--- src/rtl/jogador_automatico_pkg.sv ---
// rtl/jogador_automatico_pkg.sv - shared state encodings, timing defaults and code helpers
package jogador_automatico_pkg;

  typedef enum logic [2:0] {
    OCIOSO        = 3'd0,
    ESCUTA        = 3'd1,
    REGISTRA      = 3'd2,
    ESPERA_APAGAR = 3'd3,
    PRESSIONA     = 3'd4,
    SOLTA         = 3'd5,
    PROXIMA       = 3'd6,
    FIM           = 3'd7
  } estado_t;

  localparam int T_PRESS_PADRAO = 500;
  localparam int T_GAP_PADRAO   = 500;
  localparam int T_QUIET_PADRAO = 1500;
  localparam int TW             = 16;

  function automatic logic um_quente(input logic [3:0] v);
    return (v != 4'b0000) && ((v & (v - 4'd1)) == 4'b0000);
  endfunction

  function automatic logic [3:0] rotaciona(input logic [3:0] v);
    return {v[2:0], v[3]};
  endfunction

endpackage

--- src/rtl/jogador_automatico_temporizador.sv ---
// rtl/jogador_automatico_temporizador.sv - loadable down-counter with terminal flag
module temporizador #(
  parameter int W = 16
) (
  input  logic         clock,
  input  logic         reset,
  input  logic         carrega,
  input  logic         conta,
  input  logic [W-1:0] valor,
  output logic         fim
);

  localparam logic [W-1:0] UM = 1;

  logic [W-1:0] cnt;

  // Saturates at zero so fim holds until the next load.
  always_ff @(posedge clock) begin
    if (!reset) begin
      cnt <= '0;
    end else if (carrega) begin
      cnt <= valor;
    end else if (conta && (cnt != '0)) begin
      cnt <= cnt - UM;
    end
  end

  assign fim = (cnt == '0);

endmodule

--- src/rtl/jogador_automatico.sv ---
// rtl/jogador_automatico.sv - captures the game's LED sequence and replays it on the buttons
module jogador_automatico
  import jogador_automatico_pkg::*;
#(
  parameter int T_PRESS = T_PRESS_PADRAO,
  parameter int T_GAP   = T_GAP_PADRAO,
  parameter int T_QUIET = T_QUIET_PADRAO
) (
  input  logic       clock,
  input  logic       reset,
  input  logic       habilita,
  input  logic [3:0] leds,
  input  logic       injetar_erro,
  input  logic [3:0] erro_idx,
  input  logic       omitir,
  output logic [3:0] botoes,
  output logic       jogando,
  output logic [4:0] capturadas,
  output logic       invalido,
  output logic       overflow,
  output logic [3:0] db_estado
);

  localparam logic [TW-1:0] V_PRESS = TW'(T_PRESS - 1);
  localparam logic [TW-1:0] V_GAP   = TW'(T_GAP - 1);
  localparam logic [TW-1:0] V_QUIET = TW'(T_QUIET - 1);

  estado_t       estado;
  logic [3:0]    codigo;
  logic [3:0]    idx;
  logic [3:0]    jogada;
  logic          erro_armado;
  logic [3:0]    mem [16];

  logic          sil_carrega, sil_fim;
  logic          tmp_carrega, tmp_fim;
  logic [TW-1:0] tmp_valor;

  // Silence timer restarts on any lit cycle; the press timer is preloaded outside replay.
  always_comb begin
    sil_carrega = (estado != ESCUTA) || (leds != 4'b0000);
    tmp_carrega = ((estado != PRESSIONA) && (estado != SOLTA)) ||
                  ((estado == PRESSIONA) && tmp_fim);
    tmp_valor   = (estado == PRESSIONA) ? V_GAP : V_PRESS;
    jogada      = mem[idx];
    if (erro_armado && (idx == erro_idx)) begin
      jogada = rotaciona(mem[idx]);
    end
  end

  temporizador #(.W(TW)) u_silencio (
    .clock   (clock),
    .reset   (reset),
    .carrega (sil_carrega),
    .conta   (1'b1),
    .valor   (V_QUIET),
    .fim     (sil_fim)
  );

  temporizador #(.W(TW)) u_pressao (
    .clock   (clock),
    .reset   (reset),
    .carrega (tmp_carrega),
    .conta   (1'b1),
    .valor   (tmp_valor),
    .fim     (tmp_fim)
  );

  always_ff @(posedge clock) begin
    if (reset && habilita && (estado == REGISTRA) && um_quente(codigo) &&
        (capturadas < 5'd16)) begin
      mem[capturadas[3:0]] <= codigo;
    end
  end

  always_ff @(posedge clock) begin
    if (!reset) begin
      estado      <= OCIOSO;
      botoes      <= 4'b0000;
      jogando     <= 1'b0;
      capturadas  <= 5'd0;
      idx         <= 4'd0;
      invalido    <= 1'b0;
      overflow    <= 1'b0;
      codigo      <= 4'b0000;
      erro_armado <= 1'b0;
    end else if (!habilita) begin
      estado  <= OCIOSO;
      botoes  <= 4'b0000;
      jogando <= 1'b0;
    end else begin
      botoes <= (estado == PRESSIONA) ? jogada : 4'b0000;
      case (estado)
        OCIOSO: estado <= ESCUTA;
        ESCUTA: begin
          // The code is latched here so a one-cycle flash is still classified.
          if (leds != 4'b0000) begin
            codigo <= leds;
            estado <= REGISTRA;
          end else if (sil_fim && (capturadas != 5'd0)) begin
            if (omitir) begin
              estado <= FIM;
            end else begin
              estado      <= PRESSIONA;
              jogando     <= 1'b1;
              idx         <= 4'd0;
              erro_armado <= injetar_erro;
            end
          end
        end
        REGISTRA: begin
          if (!um_quente(codigo)) begin
            invalido <= 1'b1;
          end else if (capturadas == 5'd16) begin
            overflow <= 1'b1;
          end else begin
            capturadas <= capturadas + 5'd1;
          end
          estado <= ESPERA_APAGAR;
        end
        ESPERA_APAGAR: begin
          if (leds == 4'b0000) begin
            estado <= ESCUTA;
          end
        end
        PRESSIONA: begin
          if (tmp_fim) begin
            estado <= SOLTA;
          end
        end
        SOLTA: begin
          if (tmp_fim) begin
            estado <= PROXIMA;
          end
        end
        PROXIMA: begin
          if (({1'b0, idx} + 5'd1) < capturadas) begin
            idx    <= idx + 4'd1;
            estado <= PRESSIONA;
          end else begin
            jogando <= 1'b0;
            estado  <= FIM;
          end
        end
        FIM: begin
          capturadas <= 5'd0;
          idx        <= 4'd0;
          estado     <= ESCUTA;
        end
        default: estado <= OCIOSO;
      endcase
    end
  end

  assign db_estado = {1'b0, estado};

endmodule

--- config.mk ---
export PLATFORM = sky130hd
export DESIGN_NAME = jogador_automatico
export DESIGN_NICKNAME = d
export VERILOG_FILES = /design/src/rtl/jogador_automatico_pkg.sv /design/src/rtl/jogador_automatico_temporizador.sv /design/src/rtl/jogador_automatico.sv
export SDC_FILE = /design/constraint.sdc
export NUM_CORES = 1
export LEC_CHECK = 0
export BUFFER_PORTS_ARGS = -buffer_cell sky130_fd_sc_hd__buf_2
export CAP_MARGIN = 0
export CORE_UTILIZATION = 35
export CTS_CLUSTER_DIAMETER = 30
export DETAILED_ROUTE_END_ITERATION = 10
export GPL_TIMING_DRIVEN = 0
export SYNTH_ARGS = -nofsm -noshare
export SYNTH_HDL_FRONTEND = slang
export SYNTH_SLANG_ARGS = --single-unit
--- constraint.sdc ---
create_clock -name clock -period 3.8 [get_ports clock]
set_input_delay 0.57 -clock clock [delete_from_list [all_inputs] [get_ports clock]]
set_output_delay 0.57 -clock clock [all_outputs]
set_load 0.01 [all_outputs]
Word-level counts from Yosys, hierarchy flattened. Memories as Yosys holds them, arrays and structs flattened. A register that Yosys moved wholly into a read port is not among the register bits. Index checks and enable logic that the tools add are counted.

$add $sub $neg: 6. $lt $le $gt $ge: 2. Eq/ne operators: 23. Mux-type cells: 30. Bitwise operators: 5. Reductions and logical operators: 39.

Operators with widths (count): logical NOT 16 bit (2); nonzero test 16 bit (2); subtractor 16 x 1 -> 16 bit, second input constant (2); two-way mux 4 bit (7); two-way mux 11 bit (2); one-hot mux 3 bit (7 select lines) (1); two-way mux 9 bit (2); != test 2 bit, second input constant (9); two-way mux 3 bit (5); equality test 3 bit, second input constant (4); one-hot mux 4 bit (3 select lines) (1); AND reduction 4 bit (3); two-way mux 5 bit (2); one-hot mux 5 bit (2 select lines) (1); AND reduction 5 bit (2); logical AND 1 bit (9); != test 3 bit, second input constant (3); AND reduction 3 bit (3); logical NOT 4 bit (2); nonzero test 2 bit (4); nonzero test 4 bit (2); equality test 3 x 2 -> 1 bit, second input constant (2); two-way mux 1 bit (6); AND reduction 6 bit (1); 21 further kinds (28).

Register bits: 56. Bits in writable memories: 64. Input port bits: 13. Output and inout port bits: 16. Logic and storage cells: 119. Memories kept: 1.

Memories: mem (words 16, width 4, read ports 1, clocked after Yosys merged registers in 1, wr ports 1, RTL line jogador_automatico.sv:33) `logic [3:0] mem [16];`.

Depth between registers and ports, before layout. Gate-level depths: netlist (run 1).

Word-level depth: 8. Gate-level depth with buffers: 9. Depth with buffers taken out: 8.

Modules after synthesis. A second synthesis (run 1) with hierarchy kept.

Cells, all modules: 540. Area total of the unflattened synthesis: 5921.9 sq um.

Modules (own cells, without submodules): jogador_automatico (times used 1, cells an instance 303, area an instance 4022.6 sq um, seq. area each 2482.4 sq um); temporizador at u_silencio (times used 1, cells an instance 123, area an instance 977.2 sq um, seq. area each 320.3 sq um); temporizador at u_pressao (times used 1, cells an instance 114, area an instance 922.1 sq um, seq. area each 320.3 sq um).

Worst setup path before layout (run 1). OpenSTA, ideal clock, no wires.

Path kind: register to register. Start: register capturadas[3]. End: register with a tool-made name. Setup time: 0.132 ns. Data arrival time: 2.084 ns. Data required time: 3.668 ns. Setup slack: 1.584 ns. Stages on the path, launching flop included: 9. Path buffers: 1. Clock period less this slack: 2.216 ns. Cells stage by stage: dfxtp_1 clkbuf_1 inv_1 ha_1 a21oi_1 a21boi_0 nor3_1 o211ai_4 mux2i_1.

RTL lines: from (decl) (RTL line jogador_automatico.sv:18) `output logic [4:0] capturadas,`; from (signal assigned) (RTL line jogador_automatico.sv:117) `capturadas <= capturadas + 5'd1;`.

Worst setup path after layout (run 1).
Start: register codigo[2]. End: memory mem[1][0] (enable).

Word-level cells in the longest chain between the ends: 8. Elaborated cells on any way between the ends: 9. Those cells by class: 1 x add/sub; 2 x mux; 1 x bitwise; 5 x reduce/logical.

Ends and longest elaborated chain: from (decl) (RTL line jogador_automatico.sv:29) `logic [3:0] codigo;`; from (signal assigned) (RTL line jogador_automatico.sv:98) `codigo <= leds;`; subtractor 4 x 1 -> 4 bit (RTL line jogador_automatico_pkg.sv:21) `return (v != 4'b0000) && ((v & (v - 4'd1)) == 4'b0000);`; AND 4 bit (RTL line jogador_automatico_pkg.sv:21); logical NOT 4 bit (RTL line jogador_automatico_pkg.sv:21); logical AND 1 bit * (RTL line jogador_automatico_pkg.sv:21); logical AND 1 bit * (2 in a row) (RTL line jogador_automatico.sv:70) `if (reset && habilita && (estado == REGISTRA) && um_quente(codigo) &&`; two-way mux 1 bit * (RTL line jogador_automatico.sv:70); two-way mux 1 bit (implied by the code) * (RTL line jogador_automatico.sv:72) `mem[capturadas[3:0]] <= codigo;`; to (decl) (RTL line jogador_automatico.sv:33).

Mark *: on every way between the ends. The rest lies on a longest branch, timed or not.

==> results.cfg, run 1 <==
[run]
cap_viol_max_count = 0

[synthesis]
synth_cells = 485
synth_async_sr_flop_share_pct = 0
yosys.area.top_type = edfxtp_1
synth_area_per_cell_um2 = 11.75
syn_area_mm2 = 0.005698
netlist-cell-type-count = 66
synth_area_leaders = edfxtp_1 34%, dfxtp_1 21%, mux4_2 6.3%
synth_top_area_share_pct = 33.73
synth-seq-cells = 124
yosysSeqAreaShare_pct = 54.81
ys_warn_count = 0
synth_edf_count = 64
syn-num-nets = 510
ys.flop_type = edfxtp_1

[final_layout]
final_common_cell = edfxtp_1
diodes = 0
drive_above_1_share_pct = 17.71
final_cells = 758
final_nets = 554
synthToLayoutAreaGrowth_pct = 17.35
layout_common_cells = 64 x edfxtp_1, 60 x dfxtp_1, 45 x nor2_1, 32 x nand2_1, 30 x buf_2

[outcome]
status = completed

[timing]
fmax_mhz = 350.8
whs_ns = 0.4119
fin_skew_ns = 0.008411
final_hold_viol_count = 0
tns_ns = 0
post-route-period-util_pct = 75.02
slew_headroom_pct = 26.39
rsz0062_at_grt = no
worst_pin_slew_ns = 1.094
timing.final.ws_setup_ns = 0.9493
finalCriticalPeriod_ns = 2.851
slew_viol_final = 0
setup_viol = 0

[clock_network]
htree_levels = 4
clock-sinks = 124
clk_latency_ns = 0.42
postCtsHoldBufs = 0
cts_setup_buffers = 0
cts-buffers-inserted = 17
cts.clk_slew.worst_paths_ns = 0.05
post_cts_resized = 0
clock_path_buffers = 2
cts_tree = yes
cts_root_buf = clkbuf_16

[place]
pre_cts_slack_ns = 0.8766
hpwl_um = 8897
gp_congestion = 0.7953
place_inst = 726
io_buffers = 25

[worst_setup_path]
cp.required_ns = 3.85
endpoint = mem[1][0]
cp.arrival_ns = 2.90
timing.rr.end = mem[1][0]
ff2ff_path_depth = 5
cp-startpoint = codigo[2]
start_kind = flop
rrSetupSlack_ns = 0.95
endpoint_kind = flop
reg2reg_from = codigo[2]
cp_max_fo = 20
path_class = flop to flop

[die]
die-area_mm2 = 0.01679
boundaryPins = 29
rows = 46
die_h_um = 129.6
initial_utilization_pct = 35.87
core-area_mm2 = 0.01589
fp.dieW_um = 129.6

[route]
drt-initial-drc-count = 239
drt.antenna.violating_nets = 0
dr_total_vias = 3946
vias_per_cell = 5.206
wl_per_cell_um = 16.44
route.detailed.drc = 0
wl_um = 12460
dr.pass1.iters = 5

[worst_hold_path]
hold_class = primary input to flop

[global_routing]
grt_max_degree = 21
grt_pass1_wl_um = 20820
grt_remaining_overflow = 0
grt_pass1_vias = 3998
grt_util_all_layers_pct = 16.55
antenna_found_initial = 0

[power_and_ir_drop]
cellPowerDensity_mw_per_mm2 = 469.6
power_mw = 3.140
leakage_nw = 2.391
vdd_drop_max_v = 0.0003004
## kinds of logic after synthesis
family	Yosys count	synth area share, %
XOR/XNOR	26	3.997
multiplexers	25	7.905
other	1	0.06581
flip-flops	124	54.81
AND/OR/NAND/NOR	179	17.68
AO/OA/AOI/OAI	85	10.17
adder cells (fa/ha/maj)	12	2.635
buffers and inverters	33	2.745
## power breakdown
group          internal [mW]  switching, mW
Combinational         0.0411         0.0589
Clock                   1.05          0.556
Sequential              1.41         0.0201
Total                   2.51          0.635
## metal layers
| layer | share of wire, % | global-route usage [%] |
|---|---|---|
| met1 | 45 | 20.44 |
| met2 | 50 | 27.65 |
| met3 | 4.5 | 4.831 |
| met4 | 1.3 | 5.609 |
| met5 | 0 | 0 |
## layout make-up
class	instances	area (µm²)
Timing Repair Buffer	25	125.1
Multi-Input combinational cell	328	2419
Fill cell	1549	9199
Sequential cell	124	3123
Tap cell	216	270.3
Clock buffer	25	506.7
Buffer	20	107.6
Inverter	13	48.80
Clock inverter	7	86.33
## state kept, by name, summed over array words and instances (netlist names), 3 cells and up, named ones only
register / flops
capturadas: 5
estado: 3
idx: 4
u_silencio.cnt: 16
botoes: 4
u_pressao.cnt: 16
codigo: 4
mem: 64
## worst max-delay path: stages, from the launching register on
cell	delay, ns
dfxtp_1	0.80
xor2_1	0.20
a211oi_1	0.15
nor3_1	0.47
nand2_1	0.24
nor3_1	0.61
## stage by stage
stage	util [%]	instance area (µm²)
3_5_place_dp	38.36	6093
6_report	42.09	6686
2_1_floorplan	-	5698
5_1_grt	42.09	6686
3_3_place_gp	38.36	6093
4_1_cts	42.09	6686
## worst min-delay path by stage
stage | from | endpoint | depth (start not counted)
3_5_place_dp | overflow | overflow | 1
5_1_grt | injetar_erro | erro_armado | 3
4_1_cts | injetar_erro | erro_armado | 3
6_report | injetar_erro | erro_armado | 3
3_3_place_gp | overflow | overflow | 1
2_1_floorplan | u_silencio.cnt[5] | u_silencio.cnt[5] | 2
## synthesized netlist by cell type, types with 4 or more instances
cell type / number
and2_1: 4
nand3_1: 11
mux2i_1: 9
nor3_1: 19
a31oi_1: 4
mux4_2: 16
o21a_1: 5
xor2_1: 15
buf_2: 5
nand4_1: 9
or4_1: 4
clkbuf_1: 10
a22o_1: 4
nor4_1: 9
nor2b_1: 5
xnor2_1: 11
inv_1: 12
a211oi_1: 4
edfxtp_1: 64
dfxtp_1: 60
nand2_1: 32
a21oi_1: 25
o21ai_0: 11
ha_1: 12
or3_1: 8
a22oi_1: 12
nor2_1: 45
Power figures use the tool's default switching activity.
==> inputs of run 2 (changes only) <==
==> constraint.sdc (replaced) <==
create_clock -name clock -period 2.8 [get_ports clock]
set_input_delay 0.42 -clock clock [delete_from_list [all_inputs] [get_ports clock]]
set_output_delay 0.42 -clock clock [all_outputs]
set_load 0.01 [all_outputs]
==> results.cfg, run 2 (same netlist as run 1, synthesis figures left out) <==
[die]
die_h_um = 129.6
initial_utilization_pct = 35.87
rows = 46
core-area_mm2 = 0.01589
die-area_mm2 = 0.01679
boundaryPins = 29
fp.dieW_um = 129.6

[clock_network]
cts_root_buf = clkbuf_16
cts_setup_buffers = 0
cts_tree = yes
cts.clk_slew.worst_paths_ns = 0.05
htree_levels = 4
clk_latency_ns = 0.42
cts-buffers-inserted = 17
clock-sinks = 124
clock_path_buffers = 2

[global_routing]
antenna_found_initial = 0
grt_max_degree = 21
grt_util_all_layers_pct = 16.57
grt_pass1_vias = 4002
grt_remaining_overflow = 0
grt_pass1_wl_um = 20850

[timing]
slew_viol_final = 0
finalCriticalPeriod_ns = 2.602
final_hold_viol_count = 0
timing.final.ws_setup_ns = 0.1979
post-route-period-util_pct = 92.93
fin_skew_ns = 0.008651
fmax_mhz = 384.3
worst_pin_slew_ns = 1.000
rsz0062_at_grt = no
setup_viol = 0
slew_headroom_pct = 32.69
whs_ns = 0.2621

[final_layout]
largest_reg_flops = 64
fin_util_pct = 42.27
drive_above_1_share_pct = 19.19
final_cells = 758
final_nets = 554
diodes = 0
fillerInstances = 1545
final_common_cell = edfxtp_1
layout_common_cells = 64 x edfxtp_1, 57 x dfxtp_1, 45 x nor2_1, 32 x nand2_1, 30 x buf_2
synthToLayoutAreaGrowth_pct = 17.85

[route]
vias_per_cell = 5.199
drt-initial-drc-count = 264
drt.antenna.violating_nets = 0
route.detailed.drc = 0
dr.pass1.iters = 4
wl_um = 12490
wl_per_cell_um = 16.47
dr_total_vias = 3941

[worst_setup_path]
start_kind = flop
endpoint = mem[5][1]
cp_max_fo = 9
cp.arrival_ns = 2.66
cp-startpoint = estado[1]
rrSetupSlack_ns = 0.20
reg2reg_from = estado[1]
endpoint_kind = flop
timing.rr.end = mem[5][1]
path_class = flop to flop
cp.required_ns = 2.86
ff2ff_path_depth = 6

[place]
io_buffers = 25
pre_cts_slack_ns = -0.1234
place_inst = 726
hpwl_um = 8897
gp_congestion = 0.7953

[power_and_ir_drop]
leakage_nw = 2.419
cellPowerDensity_mw_per_mm2 = 634.4
power_mw = 4.260
vdd_drop_max_v = 0.0003905

[worst_hold_path]
hold_class = primary input to flop

[run]
cap_viol_max_count = 0

[outcome]
status = completed
run 2: repair_timing:
action,CTS,global route
hold buffers,0,0
endpoints found under the setup margin,16,17
gates cloned,0,0
resized for setup,5,3
run 2: worst min-delay path by stage:
stage | start | end | slack (ns) | cells past startpoint
after detailed placement | overflow | overflow | 0.46 | 1
final | injetar_erro | erro_armado | 0.26 | 3
after global placement | overflow | overflow | 0.46 | 1
after floorplan | u_silencio.cnt[5] | u_silencio.cnt[5] | 0.45 | 2
after global routing | injetar_erro | erro_armado | 0.29 | 3
after CTS | injetar_erro | erro_armado | 0.25 | 3
run 2: metrics by stage:
stage / TNS (ns) / area, µm²
global route: 0 / 6715
global placement: 0 / 6093
floorplan: 0 / 5698
CTS: 0 / 6700
detailed placement: -1.342 / 6093
finish: 0 / 6715
run 2: layout make-up:
| cell class | count | area, µm² | share of cell area, % |
|---|---|---|---|
| inverter | 13 | 48.80 | 0.7267 |
| clock inverter | 7 | 86.33 | 1.286 |
| tap | 216 | 270.3 | 4.025 |
| timing repair buffer | 25 | 125.1 | 1.863 |
| clock buffer | 25 | 506.7 | 7.546 |
| sequential | 124 | 3127 | 46.56 |
| multi-input combinational | 328 | 2444 | 36.39 |
| buffer | 20 | 107.6 | 1.602 |
run 2: worst max-delay path, stage by stage, from the launching register on:
cell	delay, ns
dfxtp_1	0.32
buf_2	0.19
nor3b_1	0.50
nand4_1	0.16
nor3_1	0.39
nand2_1	0.26
nor2_1	0.43
run 2: where the power goes:
part | switching [mW] | total (mW) | internal [mW]
sequential | 0.0274 | 1.95 | 1.92
combinational | 0.0797 | 0.135 | 0.0557
clock | 0.752 | 2.18 | 1.43
total | 0.860 | 4.26 | 3.40
run 2: layer usage:
metal / wire length (µm) / GRT usage, % / up-vias
met5: 0 / 0 / -
met1: 5508 / 20.47 / 1917
met3: 642 / 4.831 / 20
met2: 6173 / 27.68 / 81
met4: 162 / 5.609 / 0
li1: - / - / 1923
